`src/rtl/muldiv_pkg.sv`:
```
// muldiv_pkg -- shared definitions for the iterative multiply/divide unit.
//   MULDIV_DATA_WIDTH : default operand/result width
//   op_e              : M-extension funct3 encodings
//   state_e           : sequencing states of alu_muldiv
package muldiv_pkg;

   localparam int MULDIV_DATA_WIDTH = 32;

   typedef enum logic [2:0] {
      OP_MUL    = 3'b000,
      OP_MULH   = 3'b001,
      OP_MULHSU = 3'b010,
      OP_MULHU  = 3'b011,
      OP_DIV    = 3'b100,
      OP_DIVU   = 3'b101,
      OP_REM    = 3'b110,
      OP_REMU   = 3'b111
   } op_e;

   typedef enum logic [1:0] {
      ST_IDLE = 2'b00,
      ST_MUL  = 2'b01,
      ST_DIV  = 2'b10,
      ST_DONE = 2'b11
   } state_e;

endpackage

```
`src/rtl/muldiv_div_core.sv`:
```
// muldiv_div_core -- restoring divider on unsigned magnitudes, one quotient
// bit per step. The caller loads the operands, issues DATA_WIDTH steps and
// samples o_quo_next/o_rem_next on the last step (the values the registers
// would take), so the sign fix-up can be folded into that same edge.
// Ports:
//   i_clk, i_rst_n       clock, asynchronous active-low reset
//   i_load               capture i_dividend / i_divisor, clear remainder
//   i_step               perform one restoring iteration
//   i_dividend/divisor   operand magnitudes
//   o_quo_next/rem_next  quotient/remainder after the current iteration
module muldiv_div_core
   import muldiv_pkg::*;
#(
   parameter int DATA_WIDTH = MULDIV_DATA_WIDTH
) (
   input  logic                  i_clk,
   input  logic                  i_rst_n,
   input  logic                  i_load,
   input  logic                  i_step,
   input  logic [DATA_WIDTH-1:0] i_dividend,
   input  logic [DATA_WIDTH-1:0] i_divisor,
   output logic [DATA_WIDTH-1:0] o_quo_next,
   output logic [DATA_WIDTH-1:0] o_rem_next
);

   logic [DATA_WIDTH-1:0] r_rem;
   logic [DATA_WIDTH-1:0] r_quo;
   logic [DATA_WIDTH-1:0] r_dvsr;
   logic [DATA_WIDTH-1:0] w_shift_lo;
   logic [DATA_WIDTH-1:0] w_diff;
   logic                  w_take;

   // The shifted partial remainder is DATA_WIDTH+1 bits wide. If the bit
   // shifted out of r_rem is set the value already exceeds any divisor, so
   // the subtraction can be done on the low DATA_WIDTH bits alone.
   assign w_shift_lo = {r_rem[DATA_WIDTH-2:0], r_quo[DATA_WIDTH-1]};
   assign w_take     = r_rem[DATA_WIDTH-1] | (w_shift_lo >= r_dvsr);
   assign w_diff     = w_shift_lo - r_dvsr;
   assign o_rem_next = w_take ? w_diff : w_shift_lo;
   assign o_quo_next = {r_quo[DATA_WIDTH-2:0], w_take};

   always_ff @(posedge i_clk or negedge i_rst_n) begin
      if (!i_rst_n) begin
         r_rem  <= '0;
         r_quo  <= '0;
         r_dvsr <= '0;
      end else if (i_load) begin
         r_rem  <= '0;
         r_quo  <= i_dividend;
         r_dvsr <= i_divisor;
      end else if (i_step) begin
         r_rem  <= o_rem_next;
         r_quo  <= o_quo_next;
      end
   end

endmodule

```
`src/rtl/alu_muldiv.sv`:
```
// alu_muldiv -- iterative RV32M multiply/divide unit for the Execute stage.
// Multiplies by radix-2 shift-add and divides by restoring division, both on
// operand magnitudes over DATA_WIDTH cycles; the result sign is applied on
// the edge into DONE.
// Build option: define MULDIV_DIV_EN to include the divider. Without it,
// divide/remainder ops complete in one cycle with result 0.
// Ports:
//   clk_i, rst_ni   clock, asynchronous active-low reset
//   start_i         M-extension op present in Execute
//   op_i            funct3 (see muldiv_pkg::op_e)
//   a_i, b_i        rs1 / rs2 operands
//   flush_i         Execute flush; aborts an iterating op
//   busy_o          operation iterating
//   stall_o         freeze Fetch/Decode/Execute registers
//   done_o          one-cycle pulse, result_o valid
//   result_o        registered result, held until the next DONE
module alu_muldiv
   import muldiv_pkg::*;
#(
   parameter int DATA_WIDTH = MULDIV_DATA_WIDTH
) (
   input  logic                  clk_i,
   input  logic                  rst_ni,
   input  logic                  start_i,
   input  logic [2:0]            op_i,
   input  logic [DATA_WIDTH-1:0] a_i,
   input  logic [DATA_WIDTH-1:0] b_i,
   input  logic                  flush_i,
   output logic                  busy_o,
   output logic                  stall_o,
   output logic                  done_o,
   output logic [DATA_WIDTH-1:0] result_o
);

   localparam int              CW    = $clog2(DATA_WIDTH + 1);
   localparam logic [CW-1:0]   ITERS = CW'(DATA_WIDTH);
   localparam logic [CW-1:0]   ONE   = CW'(1);

   // Conditional two's complement: magnitude extraction and sign fix-up.
   function automatic logic [DATA_WIDTH-1:0] cond_neg(
      input logic [DATA_WIDTH-1:0] v, input logic neg);
      return neg ? -v : v;
   endfunction

   function automatic logic [2*DATA_WIDTH-1:0] cond_neg_wide(
      input logic [2*DATA_WIDTH-1:0] v, input logic neg);
      return neg ? -v : v;
   endfunction

   state_e                  r_state;
   op_e                     r_op;
   logic [CW-1:0]           r_cnt;
   logic                    r_neg_res;
   logic [2*DATA_WIDTH-1:0] r_acc;
   logic [2*DATA_WIDTH-1:0] r_mcand;
   logic [DATA_WIDTH-1:0]   r_mplier;
   logic [DATA_WIDTH-1:0]   r_result;

   op_e                     w_op;
   logic                    w_sgn_a;
   logic                    w_sgn_b;
   logic                    w_neg_a;
   logic                    w_neg_b;
   logic [DATA_WIDTH-1:0]   w_mag_a;
   logic [DATA_WIDTH-1:0]   w_mag_b;
   logic                    w_accept;
   logic [2*DATA_WIDTH-1:0] w_acc_next;
   logic [2*DATA_WIDTH-1:0] w_prod;
   logic [DATA_WIDTH-1:0]   w_mul_res;

   assign w_op     = op_e'(op_i);
   assign w_sgn_a  = (w_op == OP_MULH) || (w_op == OP_MULHSU) ||
                     (w_op == OP_DIV)  || (w_op == OP_REM);
   assign w_sgn_b  = (w_op == OP_MULH) || (w_op == OP_DIV) || (w_op == OP_REM);
   assign w_neg_a  = w_sgn_a & a_i[DATA_WIDTH-1];
   assign w_neg_b  = w_sgn_b & b_i[DATA_WIDTH-1];
   assign w_mag_a  = cond_neg(a_i, w_neg_a);
   assign w_mag_b  = cond_neg(b_i, w_neg_b);
   assign w_accept = (r_state == ST_IDLE) && start_i && !flush_i;

   // Multiplier: the last add is folded into the fix-up so the signed
   // result is ready on the edge into DONE.
   assign w_acc_next = r_acc + (r_mplier[0] ? r_mcand : '0);
   assign w_prod     = cond_neg_wide(w_acc_next, r_neg_res);
   assign w_mul_res  = (r_op == OP_MUL) ? w_prod[DATA_WIDTH-1:0]
                                        : w_prod[2*DATA_WIDTH-1:DATA_WIDTH];

`ifdef MULDIV_DIV_EN
   logic                  r_neg_a;
   logic                  r_b_zero;
   logic                  w_div_step;
   logic [DATA_WIDTH-1:0] w_quo_next;
   logic [DATA_WIDTH-1:0] w_rem_next;
   logic [DATA_WIDTH-1:0] w_div_res;

   assign w_div_step = (r_state == ST_DIV) && !flush_i;

   muldiv_div_core #(
      .DATA_WIDTH (DATA_WIDTH)
   ) u_div_core (
      .i_clk      (clk_i),
      .i_rst_n    (rst_ni),
      .i_load     (w_accept && op_i[2]),
      .i_step     (w_div_step),
      .i_dividend (w_mag_a),
      .i_divisor  (w_mag_b),
      .o_quo_next (w_quo_next),
      .o_rem_next (w_rem_next)
   );

   // Divide by zero keeps the raw all-ones quotient regardless of signs;
   // the remainder sign always follows the dividend. Signed overflow needs
   // no special case: |MIN|/1 negated wraps back to MIN, remainder 0.
   assign w_div_res = r_op[1] ? cond_neg(w_rem_next, r_neg_a)
                              : (r_b_zero ? '1 : cond_neg(w_quo_next, r_neg_res));
`endif

   always_ff @(posedge clk_i or negedge rst_ni) begin
      if (!rst_ni) begin
         r_state   <= ST_IDLE;
         r_op      <= OP_MUL;
         r_cnt     <= '0;
         r_neg_res <= 1'b0;
         r_acc     <= '0;
         r_mcand   <= '0;
         r_mplier  <= '0;
         r_result  <= '0;
`ifdef MULDIV_DIV_EN
         r_neg_a   <= 1'b0;
         r_b_zero  <= 1'b0;
`endif
      end else begin
         case (r_state)
            ST_IDLE: begin
               if (w_accept) begin
                  r_op      <= w_op;
                  r_cnt     <= ITERS;
                  r_neg_res <= w_neg_a ^ w_neg_b;
                  r_acc     <= '0;
                  r_mcand   <= {{DATA_WIDTH{1'b0}}, w_mag_a};
                  r_mplier  <= w_mag_b;
                  if (!op_i[2]) begin
                     r_state <= ST_MUL;
                  end else begin
`ifdef MULDIV_DIV_EN
                     r_state  <= ST_DIV;
                     r_neg_a  <= w_neg_a;
                     r_b_zero <= (b_i == '0);
`else
                     r_state  <= ST_DONE;
                     r_result <= '0;
`endif
                  end
               end
            end
            ST_MUL: begin
               if (flush_i) begin
                  r_state <= ST_IDLE;
               end else begin
                  r_acc    <= w_acc_next;
                  r_mcand  <= r_mcand << 1;
                  r_mplier <= r_mplier >> 1;
                  r_cnt    <= r_cnt - ONE;
                  if (r_cnt == ONE) begin
                     r_state  <= ST_DONE;
                     r_result <= w_mul_res;
                  end
               end
            end
`ifdef MULDIV_DIV_EN
            ST_DIV: begin
               if (flush_i) begin
                  r_state <= ST_IDLE;
               end else begin
                  r_cnt <= r_cnt - ONE;
                  if (r_cnt == ONE) begin
                     r_state  <= ST_DONE;
                     r_result <= w_div_res;
                  end
               end
            end
`endif
            ST_DONE: r_state <= ST_IDLE;
            default: r_state <= ST_IDLE;
         endcase
      end
   end

   assign busy_o   = (r_state == ST_MUL) || (r_state == ST_DIV);
   assign done_o   = (r_state == ST_DONE);
   // Gated by reset so the pipeline is never frozen while held in reset.
   assign stall_o  = rst_ni & (w_accept | busy_o);
   assign result_o = r_result;

endmodule

```
`config.mk`:
```
export PLATFORM = sky130hd
export DESIGN_NAME = alu_muldiv
export DESIGN_NICKNAME = d
export VERILOG_FILES = /design/src/rtl/muldiv_pkg.sv /design/src/rtl/muldiv_div_core.sv /design/src/rtl/alu_muldiv.sv
export SDC_FILE = /design/constraint.sdc
export NUM_CORES = 1
export LEC_CHECK = 0
export BUFFER_PORTS_ARGS = -buffer_cell sky130_fd_sc_hd__buf_2
export CORE_UTILIZATION = 27
export CTS_CLUSTER_DIAMETER = 50
export DETAILED_ROUTE_END_ITERATION = 10
export MAX_ROUTING_LAYER = met4
export PLACE_DENSITY = 0.45
export SLEW_MARGIN = 10
export SYNTH_ARGS = -nofsm -noshare
export SYNTH_HDL_FRONTEND = slang
export SYNTH_HIERARCHICAL = 1
export SYNTH_SLANG_ARGS = --single-unit
```
`constraint.sdc`:
```
create_clock -name clk_i -period 4.9 [get_ports clk_i]
set_input_delay 0.735 -clock clk_i [delete_from_list [all_inputs] [get_ports clk_i]]
set_output_delay 0.735 -clock clk_i [all_outputs]
set_load 0.01 [all_outputs]
```
==> results.yml <==
finish:
  multi_input_area_um2: 12100
  antennaDiodeCount: 0
  drive_gt1_share_pct: 25.0
  layout_common_cells: "nand2_1 (267), buf_4 (254), dfrtp_1 (202), nor2_1 (188), a21oi_1 (183)"
  finalNetCount: 2592
  design_area_um2: 22200
  synthToLayoutAreaGrowth_pct: 31.2
  regArea_um2: 5110
  fillCellCount: 6509
  final_common_cell: "nand2_1"
  final_util_pct: 36.0
worst_setup_path:
  path_cells: "clkbuf_16, and2_1, ha_1, a21oi_2, o221ai_1, o21ai_2, buf_6, nand4b_1, buf_4, a211oi_4, a311oi_4, a2111oi_4, buf_4, nand4_4, or3_4, o211a_1, o31a_1, o21ai_2"
  cp_top_family: "compound AO/OA/AOI/OAI gates"
  r2r_cells: 18
  cp_num_cells: 18
  crit_slowest_cell: "dfrtp_2"
  cp-start-kind: "flip-flop"
  crit_buf_inv: 4
  crit_type: "reg -> reg"
  arrival_ns: 5.32
  cp_max_fo: 8
  slowest_delay_ns: 0.48
  worstPathRequired_ns: 5.38
  crit_path_end_kind: "flip-flop"
power_and_ir_drop:
  intPower_mw: 6.54
  power_switching_mw: 5.83
  clkPwrFrac_pct: 21.5
  ir_drop_mv: 0.516
  p_per_area_nw_per_um2: 556
  power_frac_seq_pct: 21.0
  swShare_pct: 47.1
  cellLeakagePower_nw: 9.73
  p_total_mw: 12.4
  combPwrFrac_pct: 57.5
clock_tree:
  cts.sinks: 204
  cts.path.max_buffers: 3
  numCtsBuffers: 36
  clk_pin_slew_ns: 0.05
  cts_root_buf: "clkbuf_16"
  clock_latency_ns: 0.57
  holdBufCountCts: 0
  cts_max_level: 2
  tritoncts: "done"
sta:
  post-route-period-util_pct: 98.8
  setup_viol: 0
  hold_viol: 0
  fmax_mhz: 207
  slew_headroom_pct: 33.0
  fin_crit_ns: 4.84
  setup_slack_ns: 0.0601
  timing.hold.ws_ns: 0.0744
  report.final.slew_viol_count: 0
  fin_skew_ns: 0.0326
  worstMarginPinSlew_ns: 1.00
placed_design:
  io_buffers: 105
  routabilityCongestion: 0.949
  postPlaceCellArea_um2: 19900
  dpl.hpwl_mm: 54.7
  post-place-ws_ns: -0.329
run:
  timing.max_cap.violations: 0
grt:
  grt_start_max_net_pins: 72
  grt_pass1_vias: 17500
  grt_pass1_wl_mm: 109
  grt_use_total_pct: 22.8
  gr-total-overflow: 0
  antenna_found_initial: 1
synthesis:
  ys_seq_elements: 204
  syn_nets: 2320
  synth-main-ff-cell: "dfrtp_1"
  syn_area_per_cell_um2: 7.79
  synth_cell_types: 97
  syn_inst: 2177
  netlist_area_um2: 17000
  synth_edf_count: 0
  yosysWarnings: 6
  ys_seq_area_share_pct: 30.1
  async_flop_share_pct: 100
floorplan:
  fp.coreArea_um2: 61800
  ios: 106
  die_area_um2: 63800
  start_util_pct: 27.4
  rows: 91
  die_x_um: 253
  die_height_um: 253
detailed_routing:
  vias: 18000
  drc_errors: 0
  wl_mm: 71.7
  drt_iter0_markers: 1470
  firstDrtPassIters: 6
  ant_nets: 0
  viasPerCell: 5.42
  avgRoutedWirePerCell_um: 21.6
status:
  status: "finished, final reports clean"
hold_path:
  hp-class: "in -> async"
==> through the flow <==
stage	setup TNS, ns	cells
6_report	0	3314
5_1_grt	-0.0284	3314
3_3_place_gp	-2.77	3224
3_5_place_dp	-2.16	3224
4_1_cts	0	3292
2_1_floorplan	0	2177
==> layout make-up <==
cell class,count,area share [%]
Multi-Input combinational cell,1803,54.3
Inverter,35,0.591
Tap cell,837,4.71
Clock buffer,41,4.27
Clock inverter,25,1.38
Sequential cell,204,23.0
Timing Repair Buffer,369,11.8
==> metal layers <==
metal	vias up	wire length (µm)	global-route usage, %	share of wire, %
met5	-	0	-	0
li1	8570	-	-	-
met4	0	2460	6.74	3.4
met3	100	3090	2.28	4.3
met1	8832	33900	31.2	47
met2	466	32200	35.4	45
==> repair_timing <==
action                     4_1_cts  5_1_grt
pin swaps                        4       32
resized for setup               20      168
gates cloned                     0        3
setup endpoints to repair       23       30
setup buffers                    2       19
==> sequential cells by signal, summed over array words and instances (netlist names) <==
| name | count |
|---|---|
| r_acc | 64 |
| r_mcand | 64 |
| r_mplier | 32 |
| result_o | 32 |
| r_cnt | 6 |
| r_op | 3 |
| r_state | 2 |
| r_neg_res | 1 |
==> final timing paths <==
path,start,slack (ns),endpoint
max reg2reg,r_mplier[0],0.06,result_o[29]
min,rst_ni,0.07,r_mcand[33]
max,r_mplier[0],0.06,result_o[29]
min in group clk_i,result_o[23],0.47,result_o[23]
min reg2reg,result_o[23],0.47,result_o[23]
max in group asynchronous,rst_ni,3.62,r_acc[30]
==> power by group through the flow <==
stage	Sequential (mW)	Combinational, mW	Clock (mW)
floorplan	2.49	3.83	0
global placement	2.59	6.55	0
detailed placement	2.59	6.58	0
CTS	2.57	6.64	2.72
global route	2.65	7.67	2.79
finish	2.59	7.11	2.66
==> logic make-up (layout without fill, tap and decap cells) <==
family	Yosys count	after routing	synth area share, %
simple gates	868	868	25.2
compound gates	721	721	27.8
flops	204	204	30.1
buf+inv	170	470	3.96
xor+xnor	123	123	6.35
fa+ha+maj	72	72	5.36
mux	19	19	1.17
==> synth_stat cells (all sizes together), types with 40 or more instances <==
cell type	number	area share (%)
and2	81	3.0
nand3	70	2.1
clkbuf	102	2.3
nor3	40	1.2
o21ai	183	5.5
xor2	49	2.5
dfrtp	204	30
a22o	53	2.7
xnor2	74	3.8
nor2	201	4.4
ha	71	5.2
nand2	271	6.0
a21oi	199	6.0
Power figures use the tool's default switching activity.
